===== src/rtl/adc_spi_rx.sv =====
// Purpose : SPI master/deserialiser for a 12-bit AD7476-class ADC (16-bit frame, MSB first).
// Latency : tick in cycle t -> cs_n low at t+1, dato_listo at t+1+CLK_DIV+2*FRAME_BITS*CLK_DIV.
// Backpres: none; every dato_listo strobe must be accepted by the downstream register.
//
// Ports:
//   clk        system clock, all flops on its rising edge
//   reset      synchronous, active-high reset
//   enable     new conversion frames may start while high
//   sdata      ADC serial data, sampled on the rising edge of sclk
//   cs_n       ADC chip select (active low), registered
//   sclk       ADC serial clock, idles high, registered
//   datos      last completed sample, held between strobes
//   dato_listo one-cycle strobe: datos updated this cycle (drives downstream enable)
//   busy       high while a frame is in progress (state other than IDLE)
//
// Build option: define ADC_TWOS_COMP_EN to present the sample as two's complement
// (MSB inverted, offset binary -> signed). Undefined, datos is the raw straight-binary code.

module adc_spi_rx #(
  parameter int DATA_W     = 12,
  parameter int FRAME_BITS = 16,
  parameter int CLK_DIV    = 4,
  parameter int SAMPLE_DIV = 500
) (
  input  logic              clk,
  input  logic              reset,
  input  logic              enable,
  input  logic              sdata,
  output logic              cs_n,
  output logic              sclk,
  output logic [DATA_W-1:0] datos,
  output logic              dato_listo,
  output logic              busy
);

  // ---------------------------------------------------------------------------
  // Elaboration-time parameter sanity
  // ---------------------------------------------------------------------------
  if (CLK_DIV < 1) begin : g_bad_clk_div
    $error("adc_spi_rx: CLK_DIV must be at least 1");
  end
  if (DATA_W < 2 || DATA_W > FRAME_BITS) begin : g_bad_data_w
    $error("adc_spi_rx: DATA_W must be in 2..FRAME_BITS");
  end
  if (SAMPLE_DIV < CLK_DIV * (2 * FRAME_BITS + 2) + 2) begin : g_bad_sample_div
    $error("adc_spi_rx: SAMPLE_DIV too small to fit one full frame per tick");
  end

  localparam int TW = (SAMPLE_DIV > 1) ? $clog2(SAMPLE_DIV) : 1;
  localparam int CW = (CLK_DIV > 1)    ? $clog2(CLK_DIV)    : 1;
  localparam int BW = (FRAME_BITS > 1) ? $clog2(FRAME_BITS) : 1;

  localparam logic [TW-1:0] TICK_LAST = TW'(SAMPLE_DIV - 1);
  localparam logic [CW-1:0] PH_LAST   = CW'(CLK_DIV - 1);
  localparam logic [BW-1:0] BIT_LAST  = BW'(FRAME_BITS - 1);

  typedef enum logic [2:0] {
    IDLE  = 3'd0,
    SETUP = 3'd1,
    SHIFT = 3'd2,
    DONE  = 3'd3,
    QUIET = 3'd4
  } state_t;

  // ---------------------------------------------------------------------------
  // State
  // ---------------------------------------------------------------------------
  state_t                  state_q, state_d;
  logic [TW-1:0]           tick_cnt_q;
  logic [CW-1:0]           ph_cnt_q, ph_cnt_d;      // clk cycles within a half-period / phase
  logic                    phase_hi_q, phase_hi_d;  // SHIFT: 0 = sclk low phase, 1 = high phase
  logic [BW-1:0]           bit_cnt_q, bit_cnt_d;    // SHIFT: bit period index
  logic [FRAME_BITS-1:0]   shift_q;
  logic                    cs_n_q, sclk_q;
  logic [DATA_W-1:0]       datos_q;
  logic                    dato_listo_q;

  logic                    tick;
  logic                    ph_last;
  logic                    shift_en;
  logic                    load_en;
  logic                    cs_n_d, sclk_d;
  logic [DATA_W-1:0]       sample_w;
  logic                    unused_lead;

  assign tick    = (tick_cnt_q == TICK_LAST);
  assign ph_last = (ph_cnt_q == PH_LAST);

  // ---------------------------------------------------------------------------
  // Conversion tick: free-running, independent of enable and of the FSM
  // ---------------------------------------------------------------------------
  always_ff @(posedge clk) begin
    if (reset) begin
      tick_cnt_q <= '0;
    end else if (tick) begin
      tick_cnt_q <= '0;
    end else begin
      tick_cnt_q <= tick_cnt_q + TW'(1);
    end
  end

  // ---------------------------------------------------------------------------
  // FSM next-state and output decode
  // cs_n/sclk are decoded from the *next* state so they can be registered and
  // still change in the same cycle the state does (no glitches on the pins).
  // ---------------------------------------------------------------------------
  always_comb begin
    state_d    = state_q;
    ph_cnt_d   = ph_cnt_q;
    phase_hi_d = phase_hi_q;
    bit_cnt_d  = bit_cnt_q;
    shift_en   = 1'b0;

    case (state_q)
      IDLE: begin
        // Ticks outside IDLE are simply lost; they are never queued.
        if (tick && enable) begin
          state_d  = SETUP;
          ph_cnt_d = '0;
        end
      end

      SETUP: begin
        if (ph_last) begin
          state_d    = SHIFT;
          ph_cnt_d   = '0;
          phase_hi_d = 1'b0;
          bit_cnt_d  = '0;
        end else begin
          ph_cnt_d = ph_cnt_q + CW'(1);
        end
      end

      SHIFT: begin
        if (ph_last) begin
          ph_cnt_d = '0;
          if (!phase_hi_q) begin
            // End of low phase: this edge raises sclk, so capture sdata now.
            phase_hi_d = 1'b1;
            shift_en   = 1'b1;
          end else begin
            phase_hi_d = 1'b0;
            if (bit_cnt_q == BIT_LAST) begin
              state_d = DONE;
            end else begin
              bit_cnt_d = bit_cnt_q + BW'(1);
            end
          end
        end else begin
          ph_cnt_d = ph_cnt_q + CW'(1);
        end
      end

      DONE: begin
        state_d  = QUIET;
        ph_cnt_d = '0;
      end

      QUIET: begin
        if (ph_last) begin
          state_d  = IDLE;
          ph_cnt_d = '0;
        end else begin
          ph_cnt_d = ph_cnt_q + CW'(1);
        end
      end

      default: begin
        state_d  = IDLE;
        ph_cnt_d = '0;
      end
    endcase

    cs_n_d  = !((state_d == SETUP) || (state_d == SHIFT));
    sclk_d  = !((state_d == SHIFT) && !phase_hi_d);
    // The last sdata capture happened CLK_DIV cycles before leaving SHIFT,
    // so the shift register is complete when DONE is entered.
    load_en = (state_d == DONE);
  end

  // ---------------------------------------------------------------------------
  // Sample formatting; leading frame bits (always zero from the ADC) are dropped
  // ---------------------------------------------------------------------------
`ifdef ADC_TWOS_COMP_EN
  assign sample_w = {~shift_q[DATA_W-1], shift_q[DATA_W-2:0]};
`else
  assign sample_w = shift_q[DATA_W-1:0];
`endif

  // Oldest frame bit falls off the top of the shift register and is never read.
  assign unused_lead = shift_q[FRAME_BITS-1];

  // ---------------------------------------------------------------------------
  // Sequential state
  // ---------------------------------------------------------------------------
  always_ff @(posedge clk) begin
    if (reset) begin
      state_q      <= IDLE;
      ph_cnt_q     <= '0;
      phase_hi_q   <= 1'b0;
      bit_cnt_q    <= '0;
      shift_q      <= '0;
      cs_n_q       <= 1'b1;
      sclk_q       <= 1'b1;
      datos_q      <= '0;
      dato_listo_q <= 1'b0;
    end else begin
      state_q      <= state_d;
      ph_cnt_q     <= ph_cnt_d;
      phase_hi_q   <= phase_hi_d;
      bit_cnt_q    <= bit_cnt_d;
      cs_n_q       <= cs_n_d;
      sclk_q       <= sclk_d;
      dato_listo_q <= load_en;
      if (shift_en) begin
        shift_q <= {shift_q[FRAME_BITS-2:0], sdata};
      end
      if (load_en) begin
        datos_q <= sample_w;
      end
    end
  end

  assign cs_n       = cs_n_q;
  assign sclk       = sclk_q;
  assign datos      = datos_q;
  assign dato_listo = dato_listo_q;
  assign busy       = (state_q != IDLE);

endmodule


===== config.mk =====
export PLATFORM = sky130hd
export DESIGN_NAME = adc_spi_rx
export DESIGN_NICKNAME = d
export VERILOG_FILES = /design/src/rtl/adc_spi_rx.sv
export SDC_FILE = /design/constraint.sdc
export NUM_CORES = 1
export LEC_CHECK = 0
export CORE_MARGIN = 2
export CORE_UTILIZATION = 46
export CTS_CLUSTER_SIZE = 40
export DETAILED_ROUTE_END_ITERATION = 8
export PLACE_DENSITY = 0.67
export REMOVE_ABC_BUFFERS = 1
export SLEW_MARGIN = 20
export SYNTH_ARGS = -nofsm -noshare
export SYNTH_HDL_FRONTEND = slang
export SYNTH_SLANG_ARGS = --single-unit

===== constraint.sdc =====
create_clock -name clk -period 1.8 [get_ports clk]
set_clock_uncertainty 0.15 [all_clocks]
set_input_delay 0.36 -clock clk [delete_from_list [all_inputs] [get_ports clk]]
set_output_delay 0.36 -clock clk [all_outputs]
set_load 0.02 [all_outputs]

==> metrics.cfg, run 1 <==
[clock_tree]
cts_hold_buf = 0
clock-sinks = 46
htreeDepth = 2
numCtsBuffers = 5
root_buffer = clkbuf_8
clkTransAtPathRegs_ps = 80
cts_buffer_depth = 2
clk_latency_ps = 290
cts_tree = built

[sta]
hold_viol_final = 0
setup_violations = 0
max_freq_ghz = 0.5700
max-slew-margin-rel_pct = 77.36
layout_min_cycle_time_ps = 1754
whs_ps = 289.3
finalCritPeriodShare_pct = 97.46
max_slew.worst_pin.slew_ps = 338.9
slew_violations = 0

[final_layout]
final_cells = 294
nNetsFinal = 252
final-seq-area_sq_um = 920.9
n_fill_cell = 359
drive_above_1_share_pct = 15.16
areaGrowthSynthToFinish_pct = 25.44
n_antenna_cell = 0
multi_input_area_sq_um = 954.7

[logic_synthesis]
netlist_instances = 211
synth_edf_count = 0
netlist_top_cells_area = dfxtp_1 (48%), mux2i_1 (6.2%), nor2_1 (5.7%)
synth_compound_area_share_pct = 12.69
yosysTopAreaCellShare_pct = 47.89
synth_top_family_by_area = simple AND/OR/NAND/NOR gates
async_reset_ff_share_pct = 0
synth_ff_type = dfxtp_1
synthSimpleGateAreaFrac_pct = 23.36
synth_top_area_cell = dfxtp_1
muxShareOfSynthArea_pct = 6.246
synth_cell_types = 41
seq_area_frac_synth_pct = 47.89
synth_xor_area_share_pct = 2.733
synth_fa_ha_area_share_pct = 3.253
synth_area_sq_um = 1923
syn_avg_cell_area_sq_um = 9.114
ys_ff_latch = 46
ys_warn_count = 0

[outcome]
run_status = finished clean

[global_route]
grt_antenna_before_repair = 0
grt_max_degree = 21
overflow = 0
grt_usage_pct = 17.50
grt_first_pass_wirelength_um = 6154
grt_pass1_vias = 1421

[place]
routabilityCongestion = 0.8156
dp.cells = 284
port_buffers = 19
dp_hpwl_um = 2414

[detailed_routing]
viasPerCell = 5.126
drc_errors = 0
dr_total_vias = 1507
drt-initial-drc-count = 53
avgRoutedWirePerCell_um = 12.29
antenna_left = 0
first_pass_iters = 5
wirelength_um = 3613

[setup_path]
crit_path_max_fanout = 2
crit_family = buffers and inverters
path_class = register to primary output
path_cells = clkdlybuf4s50_1
startpoint_type = register
required_ps = 1290
crit_buf_inv = 1
crit_arrival_ps = 1240
reg2reg_slack_ps = 100
crit_path_end_kind = primary output
critPathSlowestCell = clkdlybuf4s50_1
slowest_delay_ps = 610

[power]
powerDensity_nw_per_um2 = 755.6
vdd_drop_max_mv = 0.5085
leakagePower_nw = 0.9131

[die]
die_w_um = 68.66
die_h_um = 68.66
rows = 23
pin_count = 20
dieArea_sq_um = 4714
start_util_pct = 48.08
core_sq_um = 4000

[run]
cap_violations = 0

[worst_hold_path]
holdCritPathClass = register to register

## worst reg2reg max path, cell delays in order, from the launching register on
cell and delay [ps]:
dfxtp_1 420, ha_4 210, nand2_2 90, nor4_4 270, buf_12 190, mux2i_1 200
nor2_1 60
## cells in the final DEF, fill, tap and decap left out, drive strengths merged, types with 2 or more instances in the layout
cell type      count
xnor2              3
nor2              29
a31oi              4
clkinv             2
a21oi             18
buf               17
a22o               2
dfxtp             46
clkbuf             5
nor3               2
dlymetal6s2s       3
ha                 5
clkdlybuf4s50     15
o21ai              5
nand3              7
inv                4
nor4               2
nand2             29
and3               4
and2b              2
mux2i             12
or3                5
nor2b              3
xor2               3
o31ai              4
## worst paths after layout
check,start,to,cells past startpoint
min reg2reg,tick_cnt_q[0],tick_cnt_q[0],1
max reg2reg,ph_cnt_q[0],datos[6],6
max,datos[11],datos[11],1
min,tick_cnt_q[0],tick_cnt_q[0],1
## cell usage after synthesis, types with 2 or more instances
cell type / n
ha_1: 5
o31ai_1: 4
nor2_1: 29
a31oi_1: 3
clkbuf_1: 5
nor3_1: 2
xor2_1: 3
inv_1: 4
a21oi_1: 18
dfxtp_1: 46
nand2_1: 27
xnor2_1: 3
or3_1: 5
mux2i_1: 12
buf_2: 2
nor2b_1: 3
o21ai_0: 5
and3_1: 4
nand3_1: 6
buf_6: 2
a22o_1: 2
nand2_2: 2
## metal layers
layer | part of all wire [%] | global-route usage, % | vias to the layer above
met5 | 0 | 0 | -
met1 | 50 | 22.98 | 690
met2 | 45 | 27.28 | 26
li1 | - | - | 789
met4 | 0.64 | 6.000 | 0
met3 | 4.1 | 5.195 | 2
## what timing repair did
action                     4_1_cts  5_1_grt
pin swaps                        0        2
setup endpoints to repair        8       25
resized for setup                4        8
buffers inserted                 0        2
## area by class of cell
class                   instances  share of cell area (%)
repair buffers                 35                   14.52
flip-flops and latches         46                   38.17
clock buffers                   5                   2.853
clock inverters                 3                   1.660
multi-input cells             151                   39.57
inverters                       4                  0.6224
well taps                      50                   2.593
## cells by family (layout without fill, tap and decap cells)
logic type / count (synthesis) / count (layout)
AO/OA/AOI/OAI: 38 / 38
XOR/XNOR: 6 / 6
adder cells (fa/ha/maj): 5 / 5
buffers and inverters: 14 / 47
flip-flops: 46 / 46
multiplexers: 12 / 12
AND/OR/NAND/NOR: 90 / 90
## through the flow
stage	setup WS [ps]	area, sq um	utilization [%]	TNS [ps]	power [mW]
floorplan	-190.1	1864	-	-2281	1.065
global placement	17.66	2260	56.49	0	1.095
detailed placement	-15.23	2260	56.49	-32.93	1.095
CTS	20.53	2372	59.31	0	1.844
global route	-27.87	2412	60.31	-149.6	1.889
finish	45.65	2412	60.31	0	1.823
## power by group
| group | switching [mW] | internal (mW) | total [mW] |
|---|---|---|---|
| Clock | 0.343 | 0.409 | 0.752 |
| Combinational | 0.0240 | 0.0210 | 0.0450 |
| Sequential | 0.00397 | 1.02 | 1.03 |
| Total | 0.371 | 1.45 | 1.82 |
## registers in the layout, summed over array words and instances, names as in the netlist
| register | cells |
|---|---|
| bit_cnt_q | 4 |
| state_q | 3 |
| phase_hi_q | 1 |
| ph_cnt_q | 2 |
| cs_n | 1 |
| sclk | 1 |
| tick_cnt_q | 9 |
| datos | 12 |
| dato_listo | 1 |
| shift_q | 12 |
No activity file was read; power rests on OpenSTA's default activity.
==> inputs of run 2 (changes only) <==
Settings changed: CTS_CLUSTER_DIAMETER from default to 40.
==> results of run 2 <==
No change in the layout: final DEF, timing and power equal those of run 1.
==> inputs of run 3 (changes only) <==
Settings changed: PLACE_DENSITY 0.67 to 0.69.
==> run 3 against run 2 <==
Compared with the run above:
- sequential share of layout area decreased by 0.054 points
- hold slack improved by 12 ps
- die area unchanged
- setup slack got worse by 2.5 ps
- clock-buffer cell count grew 1
- critical path depth is the same
- clock power fell by 18%
- routed wire length is 0.89% lower
- register-to-register slack got worse by 40 ps
- highest routed layer unchanged
- global-route usage decreased by 1.2 points
==> metrics.cfg, run 3 (synthesis results as in run 1) <==
[detailed_routing]
wirelength_um = 3581
first_pass_iters = 4
avgRoutedWirePerCell_um = 12.14
drt-initial-drc-count = 38
drc_errors = 0
dr_total_vias = 1481
antenna_left = 0
viasPerCell = 5.020

[setup_path]
r2r_cells = 7
critPathSlowestCell = clkdlybuf4s50_1
slowest_delay_ps = 600
crit_buf_inv = 1
crit_family = buffers and inverters
r2r-start = bit_cnt_q[1]
cp-startpoint = datos[1]
path_class = register to primary output
required_ps = 1290
crit_path_end_kind = primary output
path_cells = clkdlybuf4s50_1
crit_path_max_fanout = 2
crit_arrival_ps = 1250
crit_cells = 1
startpoint_type = register

[clock_tree]
clk_latency_ps = 300
cts_buffer_depth = 2
clkTransAtPathRegs_ps = 80
cts_tree = built
root_buffer = clkbuf_8
clock-sinks = 46
numCtsBuffers = 5
htreeDepth = 2

[die]
core_sq_um = 4000
dieArea_sq_um = 4714
pin_count = 20
die_w_um = 68.66
start_util_pct = 48.08
die_h_um = 68.66
rows = 23

[global_route]
grt_usage_pct = 16.30
grt_first_pass_wirelength_um = 5678
overflow = 0
grt_antenna_before_repair = 0
grt_pass1_vias = 1268
grt_max_degree = 21

[final_layout]
final_cell_mix = dfxtp_1 (44), nor2_1 (29), nand2_1 (27), a21oi_1 (18), clkdlybuf4s50_1 (14)
n_antenna_cell = 0
layout_commonest_cell = dfxtp_1
areaGrowthSynthToFinish_pct = 25.96
nNetsFinal = 253
drive_above_1_share_pct = 15.92
final_cells = 295
fin_util_pct = 60.56
n_fill_cell = 337

[place]
dp_slack_ps = 3.695
dp.cells = 283
routabilityCongestion = 0.7421
port_buffers = 19
dp_hpwl_um = 2367

[sta]
slew_violations = 0
layout_min_cycle_time_ps = 1757
max_slew.worst_pin.slew_ps = 314.3
finalCritPeriodShare_pct = 97.60
hold_viol_final = 0
setup_tns_ps = 0
setup_ws_ps = 43.18
max_freq_ghz = 0.5692
max-slew-margin-rel_pct = 78.89
whs_ps = 301.0
setup_violations = 0

[power]
internal_power_mw = 1.317
switching_share_pct = 21.96
p_sw_mw = 0.3706
powerDensity_nw_per_um2 = 696.7
seq_power_share_pct = 60.8
combPwrFrac_pct = 2.6
leakagePower_nw = 0.9278
vdd_drop_max_mv = 0.5397
clockPowerShare_pct = 36.6

[worst_hold_path]
hold_start = tick_cnt_q[0]
holdCritPathClass = register to register
holdPathStages = 1

[run]
cap_violations = 0

[outcome]
run_status = finished clean

run 3: cell types whose count changed in the layout (fill, tap and decap cells not counted), sizes merged:
cell	previous run	this run
clkbuf	5	7
bufinv	1	0
clkdlybuf4s50	15	14
dlymetal6s2s	3	4
run 3: per-layer routing:
metal  global-route usage, %  up-vias  wire [um]
li1                        -      797          -
met1                   21.77      661       1798
met2                   24.04       16       1595
met3                   5.357        7        127
met4                   6.750        0         59
met5                       0        -          0
run 3: layout make-up:
cell class	count	area [sq um]	area share, %
clock buffers	6	72.57	2.996
clock inverters	2	13.76	0.5682
inverters	4	15.01	0.6198
multi-input cells	151	957.2	39.51
flip-flops and latches	46	923.4	38.12
well taps	50	62.56	2.583
repair buffers	36	377.9	15.60
run 3: power groups by stage:
stage	logic, mW	clock network [mW]	registers [mW]
2_1_floorplan	0.0151	0	1.05
5_1_grt	0.0488	0.669	1.03
6_report	0.0436	0.618	1.03
3_3_place_gp	0.0446	0	1.05
3_5_place_dp	0.0437	0	1.05
4_1_cts	0.0440	0.633	1.03
run 3: final timing paths:
path / to / slack [ps]
setup reg to reg: datos[2] / 60
setup / recovery: datos[1] / 40
hold / removal: tick_cnt_q[0] / 300
hold reg to reg: tick_cnt_q[0] / 300
run 3: metrics by stage:
step / area [sq um] / total power, mW
6_report: 2422 / 1.688
5_1_grt: 2422 / 1.745
3_3_place_gp: 2252 / 1.095
2_1_floorplan: 1864 / 1.065
4_1_cts: 2342 / 1.703
3_5_place_dp: 2252 / 1.094
run 3: repair_timing:
action	in CTS	in global routing
gates resized for setup	4	11
pin swaps	0	1
cloned	0	1
hold buffers	0	0
endpoints found under the setup margin	2	22
setup buffers	0	3
